**config.mk**
```make
export PLATFORM = sky130hd
export DESIGN_NAME = icache_axi_refill
export DESIGN_NICKNAME = d
export VERILOG_FILES = /design/src/rtl/icache_axi_refill_pkg.sv /design/src/rtl/icache_axi_refill.sv
export SDC_FILE = /design/constraint.sdc
export NUM_CORES = 1
export LEC_CHECK = 0
export BUFFER_PORTS_ARGS = -buffer_cell sky130_fd_sc_hd__buf_4
export CAP_MARGIN = 10
export CORE_MARGIN = 2
export CORE_UTILIZATION = 35
export DETAILED_ROUTE_END_ITERATION = 8
export MAX_ROUTING_LAYER = met4
export SETUP_SLACK_MARGIN = 0.5
export SLEW_MARGIN = 0
export SYNTH_ARGS = -nofsm -noshare
export SYNTH_HDL_FRONTEND = slang
export SYNTH_SLANG_ARGS = --single-unit
```
**constraint.sdc**
```tcl
create_clock -name clk -period 1.8 [get_ports clk]
set_input_delay 0.09 -clock clk [delete_from_list [all_inputs] [get_ports clk]]
set_output_delay 0.09 -clock clk [all_outputs]
set_load 0.005 [all_outputs]
```
**src/rtl/icache_axi_refill_pkg.sv**
```systemverilog
// Shared AXI encodings, cache geometry and refill FSM state for the icache refill master.
package icache_axi_refill_pkg;

  localparam int DATA_WIDTH          = 32;
  localparam int ADDR_WIDTH          = 32;
  localparam int AXI_ID_WIDTH        = 4;
  localparam int AXI_ARLEN_WIDTH     = 8;
  localparam int ICACHE_LINE_SIZE    = 32;
  localparam int ICACHE_LINE_OFFSET  = $clog2(ICACHE_LINE_SIZE);
  localparam int ICACHE_REFILL_BEATS = ICACHE_LINE_SIZE / (DATA_WIDTH / 8);

  typedef enum logic [1:0] {
    AXI_BURST_FIXED = 2'd0,
    AXI_BURST_INCR  = 2'd1,
    AXI_BURST_WRAP  = 2'd2,
    AXI_BURST_RSVD  = 2'd3
  } axi_burst_type_t;

  typedef enum logic [2:0] {
    AXI_SIZE_1B   = 3'd0,
    AXI_SIZE_2B   = 3'd1,
    AXI_SIZE_4B   = 3'd2,
    AXI_SIZE_8B   = 3'd3,
    AXI_SIZE_16B  = 3'd4,
    AXI_SIZE_32B  = 3'd5,
    AXI_SIZE_64B  = 3'd6,
    AXI_SIZE_128B = 3'd7
  } axi_size_t;

  typedef enum logic [1:0] {
    AXI_RESP_OKAY   = 2'd0,
    AXI_RESP_EXOKAY = 2'd1,
    AXI_RESP_SLVERR = 2'd2,
    AXI_RESP_DECERR = 2'd3
  } axi_resp_t;

  typedef enum logic [1:0] {
    REFILL_IDLE,
    REFILL_AR,
    REFILL_R,
    REFILL_DONE
  } icache_refill_state_t;

endpackage

```
**src/rtl/icache_axi_refill.sv**
```systemverilog
// Refills one icache line on a miss: single INCR read burst, beats assembled into a line buffer.
module icache_axi_refill
  import icache_axi_refill_pkg::*;
#(
  parameter logic [AXI_ID_WIDTH-1:0] AXI_ID = 4'd0,
  parameter int LINE_BYTES = ICACHE_LINE_SIZE,
  parameter int BEATS      = LINE_BYTES / (DATA_WIDTH / 8)
) (
  input  logic                       clk,
  input  logic                       rst_n,
  input  logic                       req_valid,
  output logic                       req_ready,
  input  logic [31:0]                req_addr,
  output logic                       resp_valid,
  output logic [LINE_BYTES*8-1:0]    resp_line,
  output logic                       resp_err,
  output logic [AXI_ID_WIDTH-1:0]    arid,
  output logic [ADDR_WIDTH-1:0]      araddr,
  output logic [AXI_ARLEN_WIDTH-1:0] arlen,
  output logic [2:0]                 arsize,
  output logic [1:0]                 arburst,
  output logic                       arvalid,
  input  logic                       arready,
  input  logic [AXI_ID_WIDTH-1:0]    rid,
  input  logic [DATA_WIDTH-1:0]      rdata,
  input  logic [1:0]                 rresp,
  input  logic                       rlast,
  input  logic                       rvalid,
  output logic                       rready
);

  localparam int CNT_W = (BEATS > 1) ? $clog2(BEATS) : 1;
  localparam int OFS   = $clog2(LINE_BYTES);

  icache_refill_state_t state, state_nxt;

  logic [CNT_W-1:0]                 cnt;
  logic [BEATS-1:0][DATA_WIDTH-1:0] line_q;
  logic                             req_fire;
  logic                             beat_acc;
  logic                             beat_last;
  logic                             unused_ok;

  // Line offset bits of the miss address are don't-care.
  assign unused_ok = ^req_addr[OFS-1:0];

  assign req_fire  = (state == REFILL_IDLE) && req_valid;
  assign beat_acc  = (state == REFILL_R) && rvalid && (rid == AXI_ID);
  assign beat_last = (cnt == CNT_W'(BEATS - 1));
  assign resp_line = line_q;

  always_ff @(posedge clk or negedge rst_n) begin
    if (!rst_n) state <= REFILL_IDLE;
    else        state <= state_nxt;
  end

  always_comb begin
    state_nxt = state;
    case (state)
      REFILL_IDLE: if (req_valid)                   state_nxt = REFILL_AR;
      REFILL_AR:   if (arvalid && arready)          state_nxt = REFILL_R;
      REFILL_R:    if (beat_acc && (beat_last || rlast)) state_nxt = REFILL_DONE;
      REFILL_DONE:                                  state_nxt = REFILL_IDLE;
      default:                                      state_nxt = REFILL_IDLE;
    endcase
  end

  // Handshake outputs are registered copies of the next-state decode.
  always_ff @(posedge clk or negedge rst_n) begin
    if (!rst_n) begin
      req_ready  <= 1'b1;
      arvalid    <= 1'b0;
      rready     <= 1'b0;
      resp_valid <= 1'b0;
    end else begin
      req_ready  <= (state_nxt == REFILL_IDLE);
      arvalid    <= (state_nxt == REFILL_AR);
      rready     <= (state_nxt == REFILL_R);
      resp_valid <= (state_nxt == REFILL_DONE);
    end
  end

  always_ff @(posedge clk or negedge rst_n) begin
    if (!rst_n) begin
      araddr  <= '0;
      arid    <= '0;
      arlen   <= '0;
      arsize  <= '0;
      arburst <= '0;
    end else if (req_fire) begin
      araddr  <= {req_addr[31:OFS], {OFS{1'b0}}};
      arid    <= AXI_ID;
      arlen   <= AXI_ARLEN_WIDTH'(BEATS - 1);
      arsize  <= AXI_SIZE_4B;
      arburst <= AXI_BURST_INCR;
    end
  end

  // Unreceived words keep stale data on early termination; the error flag covers that case.
  always_ff @(posedge clk or negedge rst_n) begin
    if (!rst_n) begin
      cnt      <= '0;
      resp_err <= 1'b0;
      line_q   <= '0;
    end else if (req_fire) begin
      cnt      <= '0;
      resp_err <= 1'b0;
    end else if (beat_acc) begin
      line_q[cnt] <= rdata;
      cnt         <= cnt + 1'b1;
      if ((axi_resp_t'(rresp) != AXI_RESP_OKAY) || (rlast != beat_last))
        resp_err <= 1'b1;
    end
  end

endmodule

```
==> flow_summary.json <==
{
  "status": "finished, final reports clean",
  "grt-ovfl-total": 0,
  "ios": 386,
  "max_slew_margin_pct": 39.3,
  "grt_pass1_wl_um": 47100,
  "coreArea_mm2": 0.0315,
  "start_util_pct": 35.5,
  "firstDrtPassIters": 4,
  "ir_worst_vdd_mv": 0.795,
  "antenna_cells": 0,
  "row_count": 65,
  "clkLatencyLatePin_ps": 550,
  "antenna_found_initial": 0,
  "wl_um": 31700,
  "p_leak_uw": 0.00912,
  "cts_root_buf": "clkbuf_16",
  "drc": 0,
  "synth-adder-area-share_pct": 0.336,
  "required_ps": 2230,
  "crit_cells": 6,
  "nets": 1226,
  "fp.dieH_um": 183,
  "fmax_ghz": 0.579,
  "cts_made_buffers": 31,
  "io_buffer_count": 363,
  "fin_area_mm2": 0.0169,
  "clock_skew_ps": 14.0,
  "vias": 7413,
  "rsz0062_at_grt": "yes",
  "worstSetupPathType": "flop to flop",
  "syn_to_final_growth_pct": 51.1,
  "htree_levels": 1,
  "clk_path_buf_depth": 3,
  "post-place-cells": 1426,
  "synth_cells": 668,
  "worstSetupEndpointType": "flop",
  "tns_ps": 0,
  "dieArea_mm2": 0.0334,
  "final_core_util_pct": 53.6,
  "hold_violations": 0,
  "synthXorXnorAreaFrac_pct": 0,
  "worst_r2r_path_depth": 6,
  "syn_area_mm2": 0.0112,
  "post_drt_wl_per_cell_um": 20.2,
  "synth_compound_area_share_pct": 0.448,
  "period_share_pct": 96.0,
  "min_period_ps": 1730,
  "ys_warn_count": 0,
  "drv_slew": 0,
  "finalNonFillerCells": 1573,
  "critPathTopFamily": "buffers and inverters",
  "ant_nets": 0,
  "synth_top_family_by_area": "multiplexers",
  "slowest_delay_ps": 370,
  "die_x_um": 183,
  "tritoncts": "yes",
  "worst_slew_pin_slew_ps": 908,
  "whs_path_depth": 4,
  "avgSynthCellArea_um2": 16.7,
  "clkSlewWorstSetupHoldPaths_ps": 60,
  "synthMuxAreaShare_pct": 28.8,
  "grt_start_max_net_pins": 80,
  "cp.arrival_ps": 2150,
  "drv_cap": 0,
  "cp_max_fo": 8,
  "post-dp-hpwl_um": 20300,
  "synth_seq_cells": 294,
  "finalSetupViolations": 0,
  "grt_pass1_vias": 7825,
  "dr.first_iter.drc_count": 287,
  "hold_class": "input pin to flop",
  "synth.distinct_cells": 29,
  "via_per_inst": 4.71,
  "fin_hold_ws_ps": 39.3,
  "placed_cell_area_mm2": 0.0147,
  "place_congestion": 0.733,
  "path_buf_inv": 3,
  "drive_gt1_share_pct": 65.6,
  "slowest_stage": "dfrtp_1",
  "grt_usage_pct": 18.9,
  "power.density_mw_per_mm2": 985,
  "ys_seq_area_share_pct": 65.9,
  "clock-sinks": 294,
  "yosys.area_share.simple_pct": 1.70,
  "crit_chain": "and4bb_2, buf_12, nand4_1, buf_6, clkbuf_16, mux2_2",
  "start_kind": "flop"
}
## final timing paths
kind	start	end	slack (ps)
worst min-delay path	rid[3]	cnt[0]$_DFFE_PN0P_	40
worst max-delay path	state[0]$_DFF_PN0_	resp_line[232]$_DFFE_PN0P_	70
worst max register to register	state[0]$_DFF_PN0_	resp_line[232]$_DFFE_PN0P_	70
max in group asynchronous	rst_n	araddr[25]$_DFFE_PN0P_	390
worst min register to register	resp_line[240]$_DFFE_PN0P_	resp_line[240]$_DFFE_PN0P_	500
min in group asynchronous	rst_n	resp_line[37]$_DFFE_PN0P_	140
## where the power goes
group          switching (uW)  internal (uW)  leakage [uW]
Combinational            1020           1780       0.00459
Sequential                298           7170       0.00402
Clock                    2560           3790      0.000502
## per-stage QoR
| step | total power [uW] | setup slack, ps |
|---|---|---|
| after detailed placement | 9730 | 12.0 |
| after global placement | 9680 | 18.7 |
| final | 16600 | 71.8 |
| after floorplan | 8330 | 210 |
| after global routing | 17300 | 23.7 |
| after CTS | 16500 | 86.8 |
## logic make-up (layout without fill, tap and decap cells)
group / after synthesis / in the layout
AO/OA/AOI/OAI: 6 / 6
adder cells (fa/ha/maj): 3 / 3
flip-flops: 294 / 294
AND/OR/NAND/NOR: 26 / 26
buffers and inverters: 52 / 539
multiplexers: 286 / 286
other: 1 / 17
## cell usage after synthesis
library cell	instances	area (um^2)
o22ai_1	1	6.26
conb_1	1	3.75
nor3b_1	1	7.51
dfrtp_1	293	7330
inv_1	3	11.3
nor3_4	1	16.3
nor2_1	3	11.3
mux2_1	4	45.0
nand3_1	5	25.0
or2_2	1	6.26
dfstp_2	1	26.3
buf_2	26	130
nor2b_1	5	31.3
buf_4	22	165
nor3_1	1	5.00
mux2i_1	1	10.0
a22o_1	1	8.76
a21oi_1	1	5.00
nand2_1	1	3.75
mux2_2	281	3160
nand4_2	2	25.0
and4bb_1	1	12.5
clkbuf_1	1	3.75
ha_1	3	37.5
a32o_1	1	10.0
nand4_1	2	12.5
and2_1	2	12.5
o21ba_2	2	20.0
nor4_4	1	21.3
## cell type report
type | instances | area [um^2]
Clock buffer | 50 | 927
Clock inverter | 7 | 91.3
Fill cell | 2648 | 14600
Inverter | 3 | 11.3
Multi-Input combinational cell | 338 | 3790
Sequential cell | 294 | 7360
Tap cell | 402 | 503
Timing Repair Buffer | 479 | 4190
## sequential cells by signal, indices dropped and copies added (netlist names)
register / count
arvalid: 1
req_ready: 1
rready: 1
resp_line: 256
cnt: 3
state: 2
araddr: 27
resp_valid: 1
resp_err: 1
arburst: 1
## routing by layer
metal | up-vias | share of wire [%] | global-route usage, % | routed length [um]
li1 | 3298 | - | - | -
met1 | 3824 | 42 | 23.3 | 13400
met2 | 241 | 49 | 31.0 | 15600
met3 | 50 | 6.2 | 4.41 | 1980
met4 | 0 | 2.5 | 5.61 | 784
met5 | - | 0 | - | 0
## cell usage in the layout (no fill, tap or decap), types with 3 or more instances in the layout
cell type      count
nor2b_1            4
buf_8              7
mux2_4            32
dlygate4sd3_1     67
clkbuf_8           8
conb_1            17
clkbuf_16         34
ha_4               3
nand3_2            3
buf_12            20
dfrtp_1          291
mux2_2           253
clkinv_2           4
buf_6              8
buf_4            372
clkbuf_1          11
## tightest hold or removal path: stages
cell and delay (ps):
buf_4 110, nor3_4 70, a21oi_1 150, a22o_1 130
## what timing repair did
| item | CTS | global route |
|---|---|---|
| endpoints found under the hold margin | 583 | 19 |
| gates resized for setup | 37 | 40 |
| setup buffers | 9 | 5 |
| endpoints found under the setup margin | 290 | 310 |
| hold buffers | 67 | 1 |
| pin swaps | 7 | 2 |
| cloned | 6 | 3 |
Note: power is estimated with default switching activity, not from simulation.
